**src/rtl/params_pkg.sv**
```systemverilog
// Shared arithmetic parameters: operand width and the default (Dilithium) modulus.
package params_pkg;

  localparam int unsigned DATA_LENGTH    = 32;
  localparam logic [DATA_LENGTH-1:0] MODULUS = DATA_LENGTH'(8380417);
  localparam int unsigned MODULUS_LENGTH = 23;

endpackage

```
**src/rtl/multiplier_pkg.sv**
```systemverilog
// Types and helpers shared by the Montgomery multiplier datapath blocks.
package multiplier_pkg;

  import params_pkg::*;

  // Counter must hold the full range 0..DATA_LENGTH.
  localparam int unsigned CNT_W = $clog2(DATA_LENGTH + 1);

  typedef enum logic [1:0] {IDLE, SHIFT, DONE} mont_conv_state_e;

  function automatic logic [CNT_W-1:0] clamp_bl(input logic [DATA_LENGTH-1:0] bl);
    if (bl > DATA_LENGTH'(DATA_LENGTH)) begin
      return CNT_W'(DATA_LENGTH);
    end
    return bl[CNT_W-1:0];
  endfunction

endpackage

```
**src/rtl/mod_double_step.sv**
```systemverilog
// Combinational modular doubling: dbl_o = (2 * acc_i) mod m_i, assuming acc_i < m_i.
module mod_double_step
  import params_pkg::*;
(
  input  logic [DATA_LENGTH-1:0] acc_i,
  input  logic [DATA_LENGTH-1:0] m_i,
  output logic [DATA_LENGTH-1:0] dbl_o
);

  logic [DATA_LENGTH:0] t;
  logic [DATA_LENGTH:0] m_ext;

  // Compare and subtract one bit wider than the operands so the carry-out of the shift counts.
  always_comb begin
    t     = {acc_i, 1'b0};
    m_ext = {1'b0, m_i};
    dbl_o = DATA_LENGTH'((t >= m_ext) ? (t - m_ext) : t);
  end

endmodule

```
**src/rtl/mont_form_converter.sv**
```systemverilog
// Serial Montgomery-form converter: y_mont = y * 2^k mod m via k modular doublings.
// Optional input range check enabled by defining MONT_CONV_RANGE_CHECK_EN.
module mont_form_converter
  import params_pkg::*;
  import multiplier_pkg::*;
(
  input  logic                   clk_i,
  input  logic                   rst_ni,
  input  logic                   start_i,
  input  logic [DATA_LENGTH-1:0] x_i,
  input  logic [DATA_LENGTH-1:0] y_i,
  input  logic [DATA_LENGTH-1:0] m_i,
  input  logic [DATA_LENGTH-1:0] m_bl_i,
  output logic [DATA_LENGTH-1:0] x_o,
  output logic [DATA_LENGTH-1:0] y_mont_o,
  output logic                   busy_o,
  output logic                   valid_o,
  output logic                   error_o
);

  mont_conv_state_e state_q, state_d;

  logic [DATA_LENGTH-1:0] acc_q, acc_d;
  logic [DATA_LENGTH-1:0] x_q, m_q, dbl;
  logic [DATA_LENGTH-1:0] x_out_q, y_mont_q;
  logic [CNT_W-1:0]       cnt_q, cnt_d, k;
  logic                   valid_q, accept, bad_in;

  assign k = clamp_bl(m_bl_i);

`ifdef MONT_CONV_RANGE_CHECK_EN
  logic err_q, error_q;
  assign bad_in  = (y_i >= m_i) || (m_i == '0);
  assign error_o = error_q;
`else
  assign bad_in  = 1'b0;
  assign error_o = 1'b0;
`endif

  mod_double_step u_step (
    .acc_i (acc_q),
    .m_i   (m_q),
    .dbl_o (dbl)
  );

  always_comb begin
    state_d = state_q;
    acc_d   = acc_q;
    cnt_d   = cnt_q;
    accept  = 1'b0;
    unique case (state_q)
      IDLE: begin
        if (start_i) begin
          accept  = 1'b1;
          acc_d   = y_i;
          cnt_d   = k;
          state_d = ((k == '0) || bad_in) ? DONE : SHIFT;
        end
      end
      SHIFT: begin
        acc_d = dbl;
        cnt_d = cnt_q - CNT_W'(1);
        if (cnt_q == CNT_W'(1)) begin
          state_d = DONE;
        end
      end
      DONE:    state_d = IDLE;
      default: state_d = IDLE;
    endcase
  end

  always_ff @(posedge clk_i or negedge rst_ni) begin
    if (!rst_ni) begin
      state_q  <= IDLE;
      acc_q    <= '0;
      cnt_q    <= '0;
      x_q      <= '0;
      m_q      <= '0;
      x_out_q  <= '0;
      y_mont_q <= '0;
      valid_q  <= 1'b0;
    end else begin
      state_q <= state_d;
      acc_q   <= acc_d;
      cnt_q   <= cnt_d;
      valid_q <= (state_q == DONE);
      if (accept) begin
        x_q <= x_i;
        m_q <= m_i;
      end
      // Result registers update only on leaving DONE, so they hold through IDLE.
      if (state_q == DONE) begin
        x_out_q <= x_q;
`ifdef MONT_CONV_RANGE_CHECK_EN
        y_mont_q <= err_q ? '0 : acc_q;
`else
        y_mont_q <= acc_q;
`endif
      end
    end
  end

`ifdef MONT_CONV_RANGE_CHECK_EN
  always_ff @(posedge clk_i or negedge rst_ni) begin
    if (!rst_ni) begin
      err_q   <= 1'b0;
      error_q <= 1'b0;
    end else if (accept) begin
      err_q   <= bad_in;
      error_q <= 1'b0;
    end else if (state_q == DONE) begin
      error_q <= err_q;
    end
  end
`endif

  assign x_o      = x_out_q;
  assign y_mont_o = y_mont_q;
  assign valid_o  = valid_q;
  assign busy_o   = (state_q != IDLE);

endmodule
```
**config.mk**
```make
export PLATFORM = sky130hd
export DESIGN_NAME = mont_form_converter
export DESIGN_NICKNAME = d
export VERILOG_FILES = /design/src/rtl/params_pkg.sv /design/src/rtl/multiplier_pkg.sv /design/src/rtl/mod_double_step.sv /design/src/rtl/mont_form_converter.sv
export SDC_FILE = /design/constraint.sdc
export NUM_CORES = 1
export LEC_CHECK = 0
export ABC_AREA = 1
export CORE_ASPECT_RATIO = 0.9
export CORE_UTILIZATION = 30
export CTS_CLUSTER_SIZE = 25
export DETAILED_ROUTE_END_ITERATION = 6
export MAX_ROUTING_LAYER = met4
export PLACE_DENSITY = 0.6
export SKIP_CTS_REPAIR_TIMING = 1
export SLEW_MARGIN = 20
export SYNTH_ARGS = -nofsm -noshare
export SYNTH_HDL_FRONTEND = slang
export SYNTH_SLANG_ARGS = --single-unit
```
**constraint.sdc**
```tcl
create_clock -name clk_i -period 2.3 [get_ports clk_i]
set_input_delay 0.69 -clock clk_i [delete_from_list [all_inputs] [get_ports clk_i]]
set_output_delay 0.69 -clock clk_i [all_outputs]
set_load 0.05 [all_outputs]
```
==> results.ini, run 1 <==
[floorplanning]
die_y_um = 175
die_x_um = 194
core_area_um2 = 32900
initial_core_util = 0.304
rows = 63
dieArea_um2 = 34100
io_pins = 198

[sta]
tightest_slew_ps = 750
slew_violations = 0
clock_skew_ps = 21.6
hold_viol = 0
fin_ws_ps = 102
finalSetupViolCount = 0
maxSlewHeadroom = 0.500
finalCritPeriodShare = 0.956
fmax_mhz = 455
period_needed_ps = 2200

[placement]
numPortBuffers = 196
place.gp.congestion = 0.930
post_dp_cell_area_um2 = 12600
dp.final_hpwl_um = 23400
placement.setup.worst_slack_ps = -9.30

[synth]
syn_nets = 1587
synthCells = 1421
yosys_warnings = 0
synth_commonest_cells = nand2_1, inv_1, dfrtp_1
synth_edf_count = 0
ys_ff_latch = 169
synth_ff_type = dfrtp_1
synth_most_common_cell = nand2_1
ys_async_sr_fraction = 1.00
synthDistinctLibCells = 40
synth.area.top_cells = dfrtp_1, nand2_1, inv_1
synth_area_um2 = 10000
avgSynthCellArea_um2 = 7.04
synth_top_area_cell = dfrtp_1
synth_top_area_share = 0.423
yosysSeqAreaShare = 0.423

[setup_path]
worstPathArrival_ps = 2530
startpoint_type = register
crit_family = simple AND/OR/NAND/NOR gates
worstSetupPathDepth = 14
path_max_fanout = 7
max_stage_delay_ps = 420
critPathRequiredTime_ps = 2640
crit_path_frequent_cell = nand2_1
endpoint_kind = register
slowest_stage = dfrtp_1
reg2regPathDepth = 14
cp_cell_sequence = ha_4, nand2_1, inv_1, a21oi_2, nand2_1, nand2_1, nand2_1, nor2_4, nand2_8, clkbuf_16, o21ai_1, nand2_1, nand2_1, inv_1
cp_num_buf_inv = 3
path_class = reg -> reg

[clock_network]
clkSlewWorstSetupHoldPaths_ps = 70
htree_levels = 4
clockBufferDepth = 2
clock-sinks = 169
cts_made_buffers = 17
cts-root-buf = clkbuf_16
insertion_delay_ps = 450
cts_tree = built

[global_routing]
grt_pass1_vias = 9136
grt_pass1_wl_um = 48900
grt_max_degree = 82
grt_use_total = 0.188
overflow = 0
grt_antenna_before_repair = 0

[pwr]
powerDensity_nw_per_um2 = 1810
leakagePower_nw = 7.21
p_switching_mw = 12.7
p_int_mw = 12.3
comb_power_share = 0.669
netSwitchingFraction = 0.506
peakVddDrop_mv = 0.794
clkPwrFrac = 0.121
seqPwrFrac = 0.210

[drt]
vias = 9412
ant_nets = 0
drc = 0
routedWlPerCell_um = 15.0
drtPass1Iterations = 5
drtIter0Drc = 435
drt_wl_total_um = 31100
routed_via_density = 4.53

[outcome]
status = finished, final reports clean

[finish]
drive_gt1_frac = 0.126
area_growth_pct = 38.2
final_util = 0.420
n_antenna_cell = 0
num-fill-cells = 3339
fin_area_um2 = 13800
nets = 1809

[run]
maxCapViolations = 0

[worst_hold_path]
hp-class = in -> async

[per-stage QoR]
| stage | hold slack, ps | total power, mW | setup TNS [ps] | cells |
|---|---|---|---|---|
| after floorplan | 394 | 15.9 | 0 | 1421 |
| after global placement | 456 | 20.3 | -3.60 | 2039 |
| after detailed placement | 462 | 20.5 | -9.30 | 2039 |
| after CTS | 166 | 23.6 | -705 | 2071 |
| after global routing | 170 | 27.3 | -18.0 | 2078 |
| final | 163 | 25.0 | 0 | 2078 |
[flip-flops by register name (all words and copies together) (netlist names)]
register / cells
acc_q: 32
x_q: 32
valid_o: 1
y_mont_o: 32
state_q: 2
cnt_q: 6
x_o: 32
m_q: 32
[cells by family after synthesis]
logic type               count (synthesis)  synth area share
other                                    1          0.000375
AND/OR/NAND/NOR                        669             0.278
AO/OA/AOI/OAI                          227             0.119
flip-flops                             169             0.423
XOR/XNOR                                18            0.0158
adder cells (fa/ha/maj)                 35            0.0446
buffers and inverters                  302             0.120
[placed cells by master (no fill, tap or decap), types with 8 or more instances in the layout]
cell type,netlist,routed
nand2_1,452,445
inv_1,244,236
dfrtp_1,169,168
o21ai_0,151,151
clkdlybuf4s50_1,0,129
nor2_1,87,81
buf_4,1,79
nand3_1,74,72
a21oi_1,44,39
dlymetal6s2s_1,0,34
ha_4,0,27
clkbuf_16,0,19
nand4_1,15,15
nand2_2,7,13
nor2_2,8,12
xnor2_1,12,12
inv_2,4,11
o31ai_1,10,10
o21ai_1,10,8
[power groups by stage]
stage	Sequential, mW	Clock, mW	Combinational, mW
6_report	5.25	3.02	16.7
5_1_grt	5.42	3.21	18.7
4_1_cts	5.13	3.10	15.4
3_5_place_dp	5.18	0	15.3
3_3_place_gp	5.13	0	15.2
2_1_floorplan	6.81	0	9.07
[metal layers]
layer | global-route usage | part of all wire | vias up
met2 | 0.293 | 0.46 | 205
met3 | 0.0322 | 0.040 | 18
met5 | - | 0 | -
met4 | 0.0463 | 0.0080 | 0
li1 | - | - | 4871
met1 | 0.253 | 0.49 | 4318
[worst paths after layout]
path / from / to / slack [ps]
setup / recovery: acc_q[22]$_DFFE_PN0P_ / acc_q[13]$_DFFE_PN0P_ / 100
hold / removal: rst_ni / y_mont_o[27]$_DFFE_PN0P_ / 160
setup reg to reg: acc_q[22]$_DFFE_PN0P_ / acc_q[13]$_DFFE_PN0P_ / 100
hold reg to reg: x_o[0]$_DFFE_PN0P_ / x_o[0]$_DFFE_PN0P_ / 470
max in group asynchronous: rst_ni / y_mont_o[2]$_DFFE_PN0P_ / 1470
min in group clk_i: x_o[0]$_DFFE_PN0P_ / x_o[0]$_DFFE_PN0P_ / 470
[area by class of cell]
type / instances / area, µm² / share of cell area
inverters: 253 / 951 / 0.0688
repair buffers: 252 / 2480 / 0.180
multi-input cells: 950 / 5010 / 0.363
clock inverters: 15 / 183 / 0.0132
well taps: 422 / 528 / 0.0382
flip-flops and latches: 169 / 4230 / 0.306
clock buffers: 17 / 425 / 0.0308
(Power assumes the default switching activity.)
==> run 2: changes to the inputs <==
CORE_UTILIZATION = 35   (was 30)
PLACE_DENSITY = 0.67   (was 0.6)
==> run 2 against run 1 <==
  * The flow now finishes with violations (DRC)
  * Clock skew decreased by 8.1 ps
  * First-iteration DRC count increased by 60%
  * Clock power decreased by 2%
  * Via count increased by 0.69%
  * Hold slack got worse by 73 ps
  * Combinational power about the same
==> results.ini, run 2 (synthesis results as in run 1) <==
[clock_network]
cts_tree = built
htree_levels = 4
insertion_delay_ps = 440
clkSlewWorstSetupHoldPaths_ps = 80
cts_made_buffers = 17
cts-root-buf = clkbuf_16
clockBufferDepth = 2
clock-sinks = 169

[placement]
placedCellCount = 1974
dp.final_hpwl_um = 22600
numPortBuffers = 196
place.gp.congestion = 0.957

[setup_path]
critPathRequiredTime_ps = 1610
startpoint_type = register
endpoint_kind = output port
worstPathArrival_ps = 1580
max_stage_delay_ps = 800
crit_family = buffers and inverters
rr_startpoint = acc_q[30]$_DFFE_PN0P_
slowest_stage = clkdlybuf4s50_1
crit_path_start = x_o[14]$_DFFE_PN0P_
cp_num_buf_inv = 1
path_class = reg -> out
path_max_fanout = 2
cp_cell_sequence = clkdlybuf4s50_1

[sta]
hold_viol = 0
rsz0062_at_grt = yes
maxSlewHeadroom = 0.525
tightest_slew_ps = 712
fmax_mhz = 440
finalSetupViolCount = 0
slew_violations = 0
period_needed_ps = 2270
finalCritPeriodShare = 0.989
hold_slack_ps = 90.1
clock_skew_ps = 13.5

[floorplanning]
io_pins = 198
rows = 58
die_x_um = 180
core_area_um2 = 28000
dieArea_um2 = 29200
die_y_um = 162
initial_core_util = 0.357

[global_routing]
grt_antenna_before_repair = 0
grt_max_degree = 98
grtUsageMet2 = 0.337
use_met3 = 0.0315
grt_pass1_vias = 9298
grt_pass1_wl_um = 48100
use_met1 = 0.286
grt.busiest_layer = met2
overflow = 0
grt_use_total = 0.213

[pwr]
comb_power_share = 0.670
p_switching_mw = 12.6
seqPwrFrac = 0.211
p_int_mw = 12.3
powerDensity_nw_per_um2 = 1820
leakagePower_nw = 7.17
clkPwrFrac = 0.119
fin_total_pwr_mw = 24.9
peakVddDrop_mv = 0.865
netSwitchingFraction = 0.506

[finish]
final_cell_mix = nand2_1, inv_1, dfrtp_1, o21ai_0, clkdlybuf4s50_1
area_growth_pct = 37.0
instances_no_fill = 2009
drive_gt1_frac = 0.118
n_antenna_cell = 0
nets = 1802
layout_commonest_cell = nand2_1
num-fill-cells = 2765

[drt]
vias = 9477
drtIter0Drc = 696
drc = 3
drt_wl_total_um = 30200
drtPass1Iterations = 7
ant_nets = 0
routed_via_density = 4.72
routedWlPerCell_um = 15.0

[outcome]
violations = DRC
status = finished with violations

[run]
maxCapViolations = 0

[worst_hold_path]
hp-class = in -> async

==> run 2: area by class of cell <==
| class | instances | area, µm² | area share |
|---|---|---|---|
| multi-input combinational | 950 | 5000 | 0.365 |
| sequential | 169 | 4230 | 0.309 |
| timing repair buffer | 245 | 2470 | 0.180 |
| inverter | 253 | 951 | 0.0694 |
| tap | 360 | 450 | 0.0329 |
| clock buffer | 18 | 439 | 0.0321 |
| clock inverter | 14 | 158 | 0.0115 |
==> run 2: power groups by stage <==
stage               sequential [mW]  combinational, mW  clock (mW)
floorplan                      6.81               9.07           0
global placement               5.14               15.2           0
detailed placement             5.19               15.3           0
CTS                            5.15               15.4        3.02
global route                   5.44               18.6        3.14
finish                         5.27               16.7        2.97
==> run 2: layer usage <==
metal	vias up	wire length (µm)
met4	0	444
met3	26	1310
met1	4377	14600
met2	234	13800
li1	4840	-
met5	-	0
==> run 2: worst reg2reg max path, cell delays in order (launching register included) <==
cell and delay, ps:
dfrtp_1 410, ha_1 350, nand2_1 210, nor2_1 60
a21oi_1 160, nand2_1 110, nor2_4 160, nand2_4 130
clkbuf_16 200, o21ai_1 150, nand2_1 60, nand2_1 60
inv_1 30
==> run 2: through the flow <==
stage | TNS, ps | util | worst slack (ps) | cell area, µm²
global route | -6.06 | 0.489 | -5.46 | 13700
CTS | -244 | 0.469 | -43.1 | 13100
floorplan | 0 | - | 324 | 10000
detailed placement | 0 | 0.448 | 7.49 | 12500
finish | 0 | 0.489 | 25.6 | 13700
global placement | 0 | 0.448 | 55.5 | 12500
==> run 2: path summary, 6_finish.rpt <==
kind	to	slack, ps	cells after the start
worst max-delay path	x_o[14]	30	1
worst min-delay path	x_o[25]$_DFFE_PN0P_	90	1
worst max register to register	acc_q[3]$_DFFE_PN0P_	110	12
worst min register to register	y_mont_o[8]$_DFFE_PN0P_	470	2
max in group asynchronous	y_mont_o[24]$_DFFE_PN0P_	1640	2
min in group clk_i	y_mont_o[8]$_DFFE_PN0P_	470	2
